## config.mk

```make
export PLATFORM = sky130hd
export DESIGN_NAME = fp32_to_int32_seq
export DESIGN_NICKNAME = d
export VERILOG_FILES = /design/src/rtl/fp_pkg.sv /design/src/rtl/fp32_classify.sv /design/src/rtl/fp32_to_int32_seq.sv
export SDC_FILE = /design/constraint.sdc
export NUM_CORES = 1
export LEC_CHECK = 0
export BUFFER_PORTS_ARGS = -buffer_cell sky130_fd_sc_hd__buf_2
export CAP_MARGIN = 20
export CORE_ASPECT_RATIO = 0.9
export CORE_UTILIZATION = 58
export CTS_CLUSTER_DIAMETER = 120
export DETAILED_ROUTE_END_ITERATION = 8
export PLACE_DENSITY_LB_ADDON = 0.1
export SLEW_MARGIN = 20
export SYNTH_ARGS = -nofsm -noshare
export SYNTH_HDL_FRONTEND = slang
export SYNTH_SLANG_ARGS = --single-unit
```

## constraint.sdc

```tcl
create_clock -name clk -period 2.9 [get_ports clk]
set_input_delay 0 -clock clk [delete_from_list [all_inputs] [get_ports clk]]
set_output_delay 0 -clock clk [all_outputs]
set_load 0.02 [all_outputs]
```

## src/rtl/fp_pkg.sv

```systemverilog
// Shared FP32 definitions for the multi-cycle FP datapath (adder and float-to-int converter).
package fp_pkg;

    localparam int FP32_EXP_BIAS = 127;
    localparam int FP32_EXP_W    = 8;
    localparam int FP32_MAN_W    = 23;

    localparam logic [31:0] INT32_MAX = 32'h7FFF_FFFF;
    localparam logic [31:0] INT32_MIN = 32'h8000_0000;

    localparam int FLAG_N = 3;
    localparam int FLAG_Z = 2;
    localparam int FLAG_C = 1;
    localparam int FLAG_V = 0;

    typedef enum logic [1:0] {
        IDLE  = 2'd0,
        SHIFT = 2'd1,
        ROUND = 2'd2,
        DONE  = 2'd3
    } conv_state_t;

    // N and Z always come from the final integer, C and V from the conversion path.
    function automatic logic [3:0] make_flags(input logic [31:0] res, input logic c, input logic v);
        logic [3:0] f;
        f         = '0;
        f[FLAG_N] = res[31];
        f[FLAG_Z] = (res == '0);
        f[FLAG_C] = c;
        f[FLAG_V] = v;
        return f;
    endfunction

endpackage

```

## src/rtl/fp32_classify.sv

```systemverilog
// Combinational IEEE-754 single-precision operand classifier, shared by the FP adder and converter.
module fp32_classify
    import fp_pkg::*;
(
    input  logic [FP32_EXP_W-1:0] exp_f,
    input  logic [FP32_MAN_W-1:0] man,
    output logic                  is_zero,
    output logic                  is_denorm,
    output logic                  is_inf,
    output logic                  is_nan,
    output logic                  is_normal
);

    logic exp_min;
    logic exp_max;
    logic man_nz;

    assign exp_min = (exp_f == '0);
    assign exp_max = (exp_f == '1);
    assign man_nz  = (man != '0);

    assign is_zero   = exp_min & ~man_nz;
    assign is_denorm = exp_min &  man_nz;
    assign is_inf    = exp_max & ~man_nz;
    assign is_nan    = exp_max &  man_nz;
    assign is_normal = ~exp_min & ~exp_max;

endmodule

```

## src/rtl/fp32_to_int32_seq.sv

```systemverilog
// Multi-cycle FP32 -> signed INT32 converter; alignment shifts one bit per cycle.
// Build option ROUND_NEAREST_EN selects round-to-nearest-even; otherwise truncates toward zero.
module fp32_to_int32_seq
    import fp_pkg::*;
#(
    parameter int CNT_W = 6
) (
    input  logic        clk,
    input  logic        reset,
    input  logic        start,
    input  logic [31:0] a,
    output logic [31:0] result,
    output logic [3:0]  flags,
    output logic        busy,
    output logic        done
);

`ifdef ROUND_NEAREST_EN
    localparam logic [7:0] MIN_EXP = 8'(FP32_EXP_BIAS - 1);
`else
    localparam logic [7:0] MIN_EXP = 8'(FP32_EXP_BIAS);
`endif
    localparam logic [7:0] SAT_EXP = 8'(FP32_EXP_BIAS + 31);

    conv_state_t state, state_next;

    logic             sign;
    logic [31:0]      mag;
    logic             guard;
    logic             sticky;
    logic [CNT_W-1:0] cnt;

    logic        is_zero, is_denorm, is_inf, is_nan, is_normal;
    logic [7:0]  exp_in;
    logic [7:0]  shift_n;
    logic        special;
    logic [31:0] special_result;
    logic        special_c;
    logic        special_v;
    logic        round_up;
    logic [31:0] rounded;
    logic [31:0] final_result;

    assign exp_in  = a[30:23];
    assign shift_n = SAT_EXP - exp_in;

    fp32_classify u_classify (
        .exp_f     (a[30:23]),
        .man       (a[22:0]),
        .is_zero   (is_zero),
        .is_denorm (is_denorm),
        .is_inf    (is_inf),
        .is_nan    (is_nan),
        .is_normal (is_normal)
    );

    // Operands that resolve in a single cycle without iterative alignment.
    always_comb begin
        special        = 1'b1;
        special_result = '0;
        special_c      = 1'b0;
        special_v      = 1'b0;
        if (is_nan) begin
            special_v = 1'b1;
        end else if (is_inf || exp_in >= SAT_EXP) begin
            special_result = a[31] ? INT32_MIN : INT32_MAX;
            special_v      = (a != 32'hCF00_0000);
        end else if (is_zero || is_denorm) begin
            special_c = is_denorm;
        end else if (is_normal && exp_in < MIN_EXP) begin
            special_c = 1'b1;
        end else begin
            special = 1'b0;
        end
    end

`ifdef ROUND_NEAREST_EN
    assign round_up = guard & (sticky | mag[0]);
`else
    assign round_up = 1'b0;
`endif
    assign rounded      = mag + {31'b0, round_up};
    assign final_result = sign ? (~rounded + 32'd1) : rounded;

    always_ff @(posedge clk) begin
        if (reset) state <= IDLE;
        else       state <= state_next;
    end

    always_comb begin
        state_next = state;
        case (state)
            IDLE:    if (start) state_next = special ? DONE : SHIFT;
            SHIFT:   if (cnt == CNT_W'(1)) state_next = ROUND;
            ROUND:   state_next = DONE;
            DONE:    state_next = IDLE;
            default: state_next = IDLE;
        endcase
    end

    // Each shift moves the old guard into sticky so sticky covers every bit below the guard.
    always_ff @(posedge clk) begin
        if (reset) begin
            result <= '0;
            flags  <= '0;
            sign   <= 1'b0;
            mag    <= '0;
            guard  <= 1'b0;
            sticky <= 1'b0;
            cnt    <= '0;
        end else begin
            case (state)
                IDLE: begin
                    if (start) begin
                        sign   <= a[31];
                        mag    <= {1'b1, a[22:0], 8'b0};
                        guard  <= 1'b0;
                        sticky <= 1'b0;
                        cnt    <= CNT_W'(shift_n);
                        if (special) begin
                            result <= special_result;
                            flags  <= make_flags(special_result, special_c, special_v);
                        end
                    end
                end
                SHIFT: begin
                    mag    <= mag >> 1;
                    guard  <= mag[0];
                    sticky <= sticky | guard;
                    cnt    <= cnt - CNT_W'(1);
                end
                ROUND: begin
                    result <= final_result;
                    flags  <= make_flags(final_result, guard | sticky, 1'b0);
                end
                default: ;
            endcase
        end
    end

    assign busy = (state == SHIFT) || (state == ROUND);
    assign done = (state == DONE);

endmodule
```

Yosys cells after proc, flatten, opt, wreduce, memory -nomap -nowiden
Cells that the tools add are included.
{ "classes": {"div": 0, "shifts": 0, "multipliers": 0, "bitwise_logic": 10, "muxes": 30, "magnitude_cmp": 2, "n_addsub": 3, "eq_ne": 9, "reduce_logical": 15} }
{ "op_table": {"columns": ["operator", "count"], "rows": [
  ["two-way mux 32 bit", 7],
  ["case mux 32 bit (2 select lines)", 2],
  ["zero test 32 bit", 2],
  ["adder 32 x 1 -> 32 bit, second input constant", 1],
  ["!= test 32 bit, second input constant", 1],
  ["NOT 32 bit", 1],
  ["nonzero test 23 bit", 1],
  ["case mux 6 bit (2 select lines)", 1],
  ["two-way mux 1 bit", 10],
  ["== test 8 bit, second input constant", 1],
  ["greater-or-equal comparator 8 bit, second input constant", 1],
  ["zero test 8 bit", 1],
  ["< comparator 8 x 7 -> 1 bit, second input constant", 1],
  ["two-way mux 4 bit", 2],
  ["case mux 2 bit (4 select lines)", 1],
  ["case mux 4 bit (2 select lines)", 1],
  ["== test 6 x 1 -> 1 bit, second input constant", 1],
  ["two-way mux 2 bit", 3],
  ["two-way mux 6 bit", 1],
  ["!= test 2 bit, second input constant", 3],
  ["AND reduction 2 bit", 3],
  ["subtractor 5 x 6 -> 6 bit, first input constant", 1],
  ["subtractor 6 x 1 -> 6 bit, second input constant", 1],
  ["AND 1 bit", 5],
  ["10 further kinds", 17]
]} }
{ "totals": {"latch_bits": 0, "out_inout_bits": 38, "romBits": 0, "wordCells": 77, "register_bits": 79, "ramBits": 0, "mem_count": 0} }

Logic depth before layout (Yosys ltp)
Gate-level depths: netlist of run 1.
{ "depth": {"ltp_word": 11, "ltp_mapped": 10} }

By module
From an unflattened synthesis of run 1, not the netlist that was laid out.
{ "hier_totals": {"cells_unflattened": 637, "hier_area_um2": 5117.4} }
{ "by_module_without_submodules": {"columns": ["module", "cells_each", "area_per_inst_um2", "seq_area_each_um2", "instances"], "rows": [
  ["fp32_to_int32_seq", 616, 4974.8, 1561.5, 1],
  ["fp32_classify", 21, 142.6, 0.0, 1]
]} }

Worst setup path after synthesis of run 1
Ideal clock, no wire load.
{ "synth_timing": {"path_kind": "register to register", "startpoint": "register mag[0]", "endpoint": "register flags[2]", "required_time_ps": 2774, "path_stages_with_launch": 11, "path_buffers": 1, "path_slack_ps": 488, "t_arrival_ps": 2286, "period_less_slack_ps": 2412, "cell_sequence": "dfxtp_1 -> clkbuf_1 -> inv_1 -> ha_1 -> nor3b_1 -> nand4_4 -> or3_1 -> a22o_1 -> a32oi_1 -> a211o_1 -> o31ai_2"} }
{ "synth_via": {"elab_chain_cells": 5} }
{ "synth_lines": {"columns": ["item", "line_no", "source"], "rows": [
  ["start: declaration", "fp32_to_int32_seq.sv:28", "logic [31:0] mag;"],
  ["start signal: assignment", "fp32_to_int32_seq.sv:116", "mag <= {1'b1, a[22:0], 8'b0};"],
  ["start signal: assignment", "fp32_to_int32_seq.sv:127", "mag <= mag >> 1;"],
  ["NOT 32 bit", "fp32_to_int32_seq.sv:83", "assign final_result = sign ? (~rounded + 32'd1) : rounded;"],
  ["adder 32 x 1 -> 32 bit", "fp32_to_int32_seq.sv:83", null],
  ["two-way mux 32 bit *", "fp32_to_int32_seq.sv:83", null],
  ["zero test 32 bit *", "fp_pkg.sv:28", "f[FLAG_Z] = (res == '0);"],
  ["case mux 4 bit (2 select lines) *", "fp32_to_int32_seq.sv:112", "case (state)"],
  ["end signal: assignment", "fp32_to_int32_seq.sv:122", "flags <= make_flags(special_result, special_c, special_v);"],
  ["end signal: assignment", "fp32_to_int32_seq.sv:134", "flags <= make_flags(final_result, guard | sticky, 1'b0);"],
  ["end: declaration", "fp32_to_int32_seq.sv:13", "output logic [3:0] flags,"]
]} }
Every way passes the cells marked *; elsewhere a longest branch is shown, timed or not.
A chain may end at the register's enable or synchronous reset.

Worst setup path in the final report of run 1
{ "layout_timing": {"startpoint": "register mag[1]", "endpoint": "register flags[2]"} }
The elaborated chain is that of the path after synthesis.

==> reports/qor.yml, run 1 <==
worst_slew_pin_slew_ps: 810.1
worst_hold_path_type: "input pin to register"
p_leak_nw: 2.180
yosysTopAreaCellShare: 0.3257
grt_util_met2: 0.5487
routed_wirelength_um: 13340
drc: 6
critPathKind: "register to register"
wl_per_cell_um: 17.43
area_growth_pct: 14.90
setup_tns_ps: 0
drive_gt1_frac: 0.1937
clk_pin_slew_ps: 80
clock.fmax_mhz: 371.6
dieArea_um2: 8635
whs_ps: -0.1956
die_w_um: 97.84
via_per_inst: 6.239
finalWeightedCongestion: 0.9262
drtIter0Drc: 369
dpl.hpwl_um: 9148
tritoncts: "yes"
yosysMostFrequentCell: "nor2_1"
status: "complete, but fails checks"
synth_flop_cell: "dfxtp_1"
slowest_delay_ps: 370
io_pins: 73
synth-compound-area-share: 0.2129
drtPass1Iterations: 8
period_needed_ps: 2691
worstPathMaxFanout: 9
grtUsageMet3: 0.06161
reg2reg_slack_ps: 210
core_um2: 8029
yosys.area.top_type: "dfxtp_1"
insertion_delay_ps: 360
synth.area.mux_share: 0.05663
ant_nets: 0
drv_slew: 0
synth_simple_gate_area_frac: 0.2513
finalHoldViolCount: 1
grt_pass1_vias: 4434
async_reset_ff_frac: 0
yosysWarnings: 0
failed_checks: "DRC, hold timing"
cts_sinks: 78
crit_chain: "inv_1 -> ha_1 -> nor4b_1 -> nand4_1 -> o31ai_1 -> xnor2_1 -> nor4_1 -> nand4_1 -> o31ai_2"
top_usage_layer: "met2"
syn-cell-area_um2: 4795
die_h_um: 88.26
critPathCaptureType: "register"
synthTopCellsByArea: "dfxtp_1, nor2_1, mux2i_1"
syn_avg_cell_area_um2: 7.925
grt_max_degree: 77
finalSetupViolations: 0
p_per_area_nw_per_um2: 1107
grt_usage: 0.3170
finalCritPeriodShare: 0.9279
nets: 709
cts_buffers: 9
ys_top_cells_by_count: "nor2_1, dfxtp_1, a21oi_1, clkbuf_1, nor3_1"
arrival_ps: 2970
synth_fa_ha_area_frac: 0.02871
crit_top_cell: "nand4_1"
cts_root_buffer: "clkbuf_8"
clock_skew_ps: 12.16
clockBufferDepth: 2
initial_core_util: 0.5972
synth_cells: 605
htree_levels: 3
synthXorXnorAreaFrac: 0.06028
required_ps: 3180
mappedNetlistNets: 651
slew_headroom: 0.4599
maxCapViolations: 0
portBuffers: 72
synth-edff-count: 0
overflow: 0
yosysUniqueCellTypes: 63
vias: 4773
synth_top_family_by_area: "simple AND/OR/NAND/NOR gates"
fillers: 705
antenna_found_initial: 0
vdd_drop_max_uv: 600.0
grtUsageMet1: 0.3928
grt_pass1_wl_um: 21740
cp-start-kind: "register"
ys_ff_latch: 78
crit_slowest_cell: "dfxtp_1"
seq_area_frac_synth: 0.3257
diodes: 0
reg2reg_depth: 9
holdPathStages: 3
rows: 31
## logic make-up after synthesis
logic type      after synthesis
simple gates                231
compound gates              152
flops                        78
buf+inv                      73
xor+xnor                     33
mux                          27
fa+ha+maj                    11
## layout make-up
class	instances	area [um^2]	area share
tap	99	123.9	0.02248
timing repair buffer	107	658.1	0.1195
multi-input combinational	454	2954	0.5362
clock inverter	4	25.02	0.004542
inverter	13	48.80	0.008858
sequential	78	1562	0.2834
clock buffer	10	137.6	0.02498
## what timing repair did
action,in CTS,in global routing
hold buffers,14,0
endpoints found under the hold margin,13,0
buffers inserted,0,2
setup endpoints to repair,0,1
resized for setup,0,1
## metrics by stage
stage | area [um^2] | setup WS [ps] | utilization | std cells | total power, mW
floorplan | 4795 | 487.6 | - | 605 | 4.389
global placement | 5186 | 313.9 | 0.6459 | 735 | 5.230
detailed placement | 5186 | 215.8 | 0.6459 | 735 | 5.293
CTS | 5489 | 191.9 | 0.6837 | 763 | 6.040
global route | 5509 | -34.17 | 0.6861 | 765 | 6.539
finish | 5509 | 209.0 | 0.6861 | 765 | 6.097
## cells in the final DEF, fill, tap and decap left out, drive strengths merged, types with 3 or more instances in the layout
master and n:
o211ai 5, buf 93, dfxtp 78, nor2 87, mux2i 26, o22ai 4
clkbuf 10, a211oi 27, a31oi 5, a32oi 3, a22oi 12, dlygate4sd3 14
nor3 41, inv 13, o21ai 24, nor4 17, or2 3, o32ai 3
o41ai 3, xor2 8, o31ai 10, or3 4, nand2 29, a21oi 44
nand2b 7, nand4b 3, nand3 12, nand4 9, and2 3, xnor2 25
ha 11, nor3b 4
## worst max-delay path: cells and delay by family, from the launching register on
kind / cells / cell delay [ps]
compound gates: 2 / 570
xor+xnor: 1 / 130
fa+ha+maj: 1 / 350
buf+inv: 1 / 150
flops: 1 / 370
simple gates: 4 / 1050
## worst paths after layout
path	startpoint	end
worst max register to register	mag[1]	flags[2]
worst min-delay path	a[21]	mag[29]
worst min register to register	flags[0]	flags[0]
worst max-delay path	mag[1]	flags[2]
## metal layers
layer | vias to the layer above | share of wire
li1 | 2313 | -
met1 | 2261 | 0.44
met2 | 163 | 0.49
met3 | 36 | 0.050
met4 | 0 | 0.023
met5 | - | 0
## report_power, final
group | internal [mW] | leakage, nW | switching, mW
combinational | 1.32 | 1.46 | 2.10
clock | 0.321 | 0.0800 | 0.393
sequential | 1.48 | 0.642 | 0.476
total | 3.12 | 2.18 | 2.97
## state kept, by name, summed over array words and instances (netlist names)
| signal | cells |
|---|---|
| state | 2 |
| cnt | 6 |
| mag | 32 |
| sign | 1 |
| result | 32 |
| sticky | 1 |
| guard | 1 |
| flags | 3 |
No activity file was read; power rests on OpenSTA's default activity.
==> inputs of run 2 (changes only) <==
--- a/config.mk
+++ b/config.mk
@@ -8,11 +8,12 @@
 export BUFFER_PORTS_ARGS = -buffer_cell sky130_fd_sc_hd__buf_2
 export CAP_MARGIN = 20
 export CORE_ASPECT_RATIO = 0.9
-export CORE_UTILIZATION = 58
+export CORE_UTILIZATION = 40
 export CTS_CLUSTER_DIAMETER = 120
 export DETAILED_ROUTE_END_ITERATION = 8
 export PLACE_DENSITY_LB_ADDON = 0.1
 export SLEW_MARGIN = 20
 export SYNTH_ARGS = -nofsm -noshare
 export SYNTH_HDL_FRONTEND = slang
+export SYNTH_HIERARCHICAL = 1
 export SYNTH_SLANG_ARGS = --single-unit
==> reports/qor.yml, run 2 <==
status: "complete, no violations"
worst_slew_pin_slew_ps: 982.2  # +172.2 ps
drive_gt1_frac: 0.2167  # +0.02302
whs_ps: 21.54  # +21.73 ps
reg_top3: "mag: 32 flops, result: 32 flops, cnt: 6 flops"
worstReg2RegStart: "mag[1]"
area_growth_pct: 18.09
synth_flop_cell: "dfxtp_1"
core_um2: 12270  # +53%
drtIter0Drc: 384  # +4.1%
period_needed_ps: 2759  # +67.64 ps
tritoncts: "yes"
wl_per_cell_um: 17.51  # +0.41%
insertion_delay_ps: 340  # -20 ps
finalSetupViolations: 0  # unchanged
yosys.area.top_type: "dfxtp_1"
worstPathMaxFanout: 6  # -3
synthTopCellsByArea: "dfxtp_1, nor2_1, a22oi_1"
dp_cells: 847  # +15%
p_total_mw: 6.392  # +4.8%
clk_pin_slew_ps: 60  # -20 ps
antenna_found_initial: 0  # unchanged
worstHoldStart: "a[12]"
crit_path_start: "mag[1]"
p_leak_nw: 2.327  # +6.7%
slew_headroom: 0.3427  # -0.1172
cts_sinks: 78  # unchanged
p_per_area_nw_per_um2: 1058  # -4.4%
synth_cells: 637  # +5.3%
syn_avg_cell_area_um2: 8.034  # +1.4%
seq_area_frac_synth: 0.3051  # -0.02054
clkPwrFrac: 0.184  # +0.067
yosysMostFrequentCell: "nor2_1"
drtPass1Iterations: 5  # -3
arrival_ps: 3020  # +50 ps
finalCritPeriodShare: 0.9512  # +0.02333
dpl.hpwl_um: 11150  # +22%
finalWeightedCongestion: 0.8920  # -3.7%
dr_wl_met2_um: 7223  # +11%
cp-start-kind: "register"
initial_core_util: 0.4172  # -0.1800
diodes: 0  # unchanged
setup_tns_ps: 0  # unchanged
synth-edff-count: 0  # unchanged
vias: 5067  # +6.2%
clockBufferDepth: 2  # unchanged
comb_power_share: 0.556  # -0.006
wl_met1_um: 7174  # +23%
io_pins: 73  # unchanged
yosysWarnings: 6  # +6
drv_slew: 0  # unchanged
required_ps: 3160  # -20 ps
top_layer_used: "met4"
rows: 38  # +23%
critPathKind: "register to register"
cts_root_buffer: "clkbuf_16"
grt_usage: 0.2413  # -0.07570
ys_ff_latch: 78  # unchanged
swShare: 0.4551  # -0.03250
dieArea_um2: 13250  # +53%
mostFrequentLayoutCells: "nor2_1, dfxtp_1, buf_2"
stdcell_count: 866  # +13%
via_per_inst: 5.851  # -6.2%
yosysUniqueCellTypes: 72  # +14%
die_h_um: 109.3  # +24%
utilization: 0.4927  # -0.1935
ant_nets: 0  # unchanged
mappedNetlistNets: 683  # +4.9%
final_common_cell: "nor2_1"
drc: 0  # -6
switchingPower_mw: 2.909  # -2.1%
critPathCaptureType: "register"
holdPathStages: 3  # unchanged
nets: 748  # +5.5%
p_int_mw: 3.483  # +11%
htree_levels: 3  # unchanged
reg2reg_slack_ps: 140  # -70 ps
vdd_drop_max_uv: 974.1  # +62%
overflow: 0  # unchanged
portBuffers: 72  # unchanged
clock.fmax_mhz: 362.5  # -2.5%
maxCapViolations: 0  # unchanged
grt_pass1_wl_um: 24780  # +14%
reg2reg_depth: 9  # unchanged
routed_wirelength_um: 15160  # +14%
die_w_um: 121.2  # +24%
seqPwrFrac: 0.261  # -0.060
async_reset_ff_frac: 0  # unchanged
finalHoldViolCount: 0  # -1
cts_buffers: 9  # unchanged
worst_hold_path_type: "input pin to register"
regToRegEndpoint: "flags[2]"
grt_max_degree: 48  # -38%
ys_top_cells_by_count: "nor2_1, dfxtp_1, nand2_1"
yosysTopAreaCellShare: 0.3051  # -0.02054
hold_end: "mag[20]"
syn-cell-area_um2: 5117  # +6.7%
clock_skew_ps: 9.963  # -2.194 ps
dr_wl_met3_um: 418  # -37%
grt_pass1_vias: 4837  # +9.1%
-- run 2: changes by cell type in the layout (fill, tap and decap cells not counted), moves of 11 or more --
| cell | change |
|---|---|
| xnor2_1 | -15 |
| dlygate4sd3_1 | -11 |
| buf_4 | +16 |
| a21oi_1 | -23 |
| a22oi_1 | +25 |
| nand2_1 | +12 |
| nor3_1 | -22 |
-- run 2: worst max-delay path by stage --
stage	cells after the start	slack [ps]	to
global placement	7	210	flags[2]
finish	9	140	flags[2]
floorplan	9	380	flags[2]
detailed placement	10	120	flags[2]
global route	9	-70	flags[2]
CTS	10	100	flags[2]
-- run 2: layout make-up --
cell class	instances	area, um^2
timing repair buffer	114	708.2
sequential	78	1562
inverter	15	56.30
clock buffer	10	229.0
multi-input combinational	484	3213
tap	160	200.2
fill	1234	6223
clock inverter	5	75.07
-- run 2: cell families (layout without fill, tap and decap cells) --
logic type	Yosys count	in the layout	share of synthesized area
muxes	27	27	0.05306
xor gates and xnor gates	24	24	0.04108
AOI/OAI and AO/OA	164	164	0.2389
DFF	78	78	0.3051
adders and majority gates	11	11	0.02689
and+or+nand+nor	258	258	0.2631
buffers and inverters	75	144	0.07188
-- run 2: timing repair --
item | 4_1_cts | 5_1_grt
endpoints found under the hold margin | 2 | 0
buffers inserted | 0 | 1
gates resized for setup | 0 | 3
endpoints found under the setup margin | 0 | 1
hold buffers | 3 | 0
-- run 2: power groups by stage --
| stage | registers (mW) | clock network (mW) | logic (mW) |
|---|---|---|---|
| after global placement | 1.68 | 0 | 3.46 |
| final | 1.67 | 1.17 | 3.55 |
| after CTS | 1.67 | 1.21 | 3.52 |
| after global routing | 1.71 | 1.25 | 3.92 |
| after floorplan | 1.71 | 0 | 2.47 |
| after detailed placement | 1.69 | 0 | 3.49 |
-- run 2: metrics by stage --
step / area, um^2 / setup WS (ps)
floorplan: 5117 / 377.6
global placement: 5688 / 205.6
detailed placement: 5688 / 116.0
CTS: 6022 / 100.3
global route: 6043 / -73.22
finish: 6043 / 141.4
-- run 2: critical path, cell delays in order, from the launching register on --
cell and delay, ps:
dfxtp_1 350, inv_1 110, ha_1 200, nor3b_2 250
nand4_1 280, or4_1 570, o21a_1 220, a2111oi_4 280
o2111ai_1 180, a211oi_2 230
-- run 2: routing by layer --
| layer | up-vias | global-route usage |
|---|---|---|
| met5 | - | 0 |
| met4 | 0 | 0.09612 |
| met3 | 25 | 0.04357 |
| met2 | 98 | 0.4053 |
| met1 | 2440 | 0.3069 |
| li1 | 2504 | - |
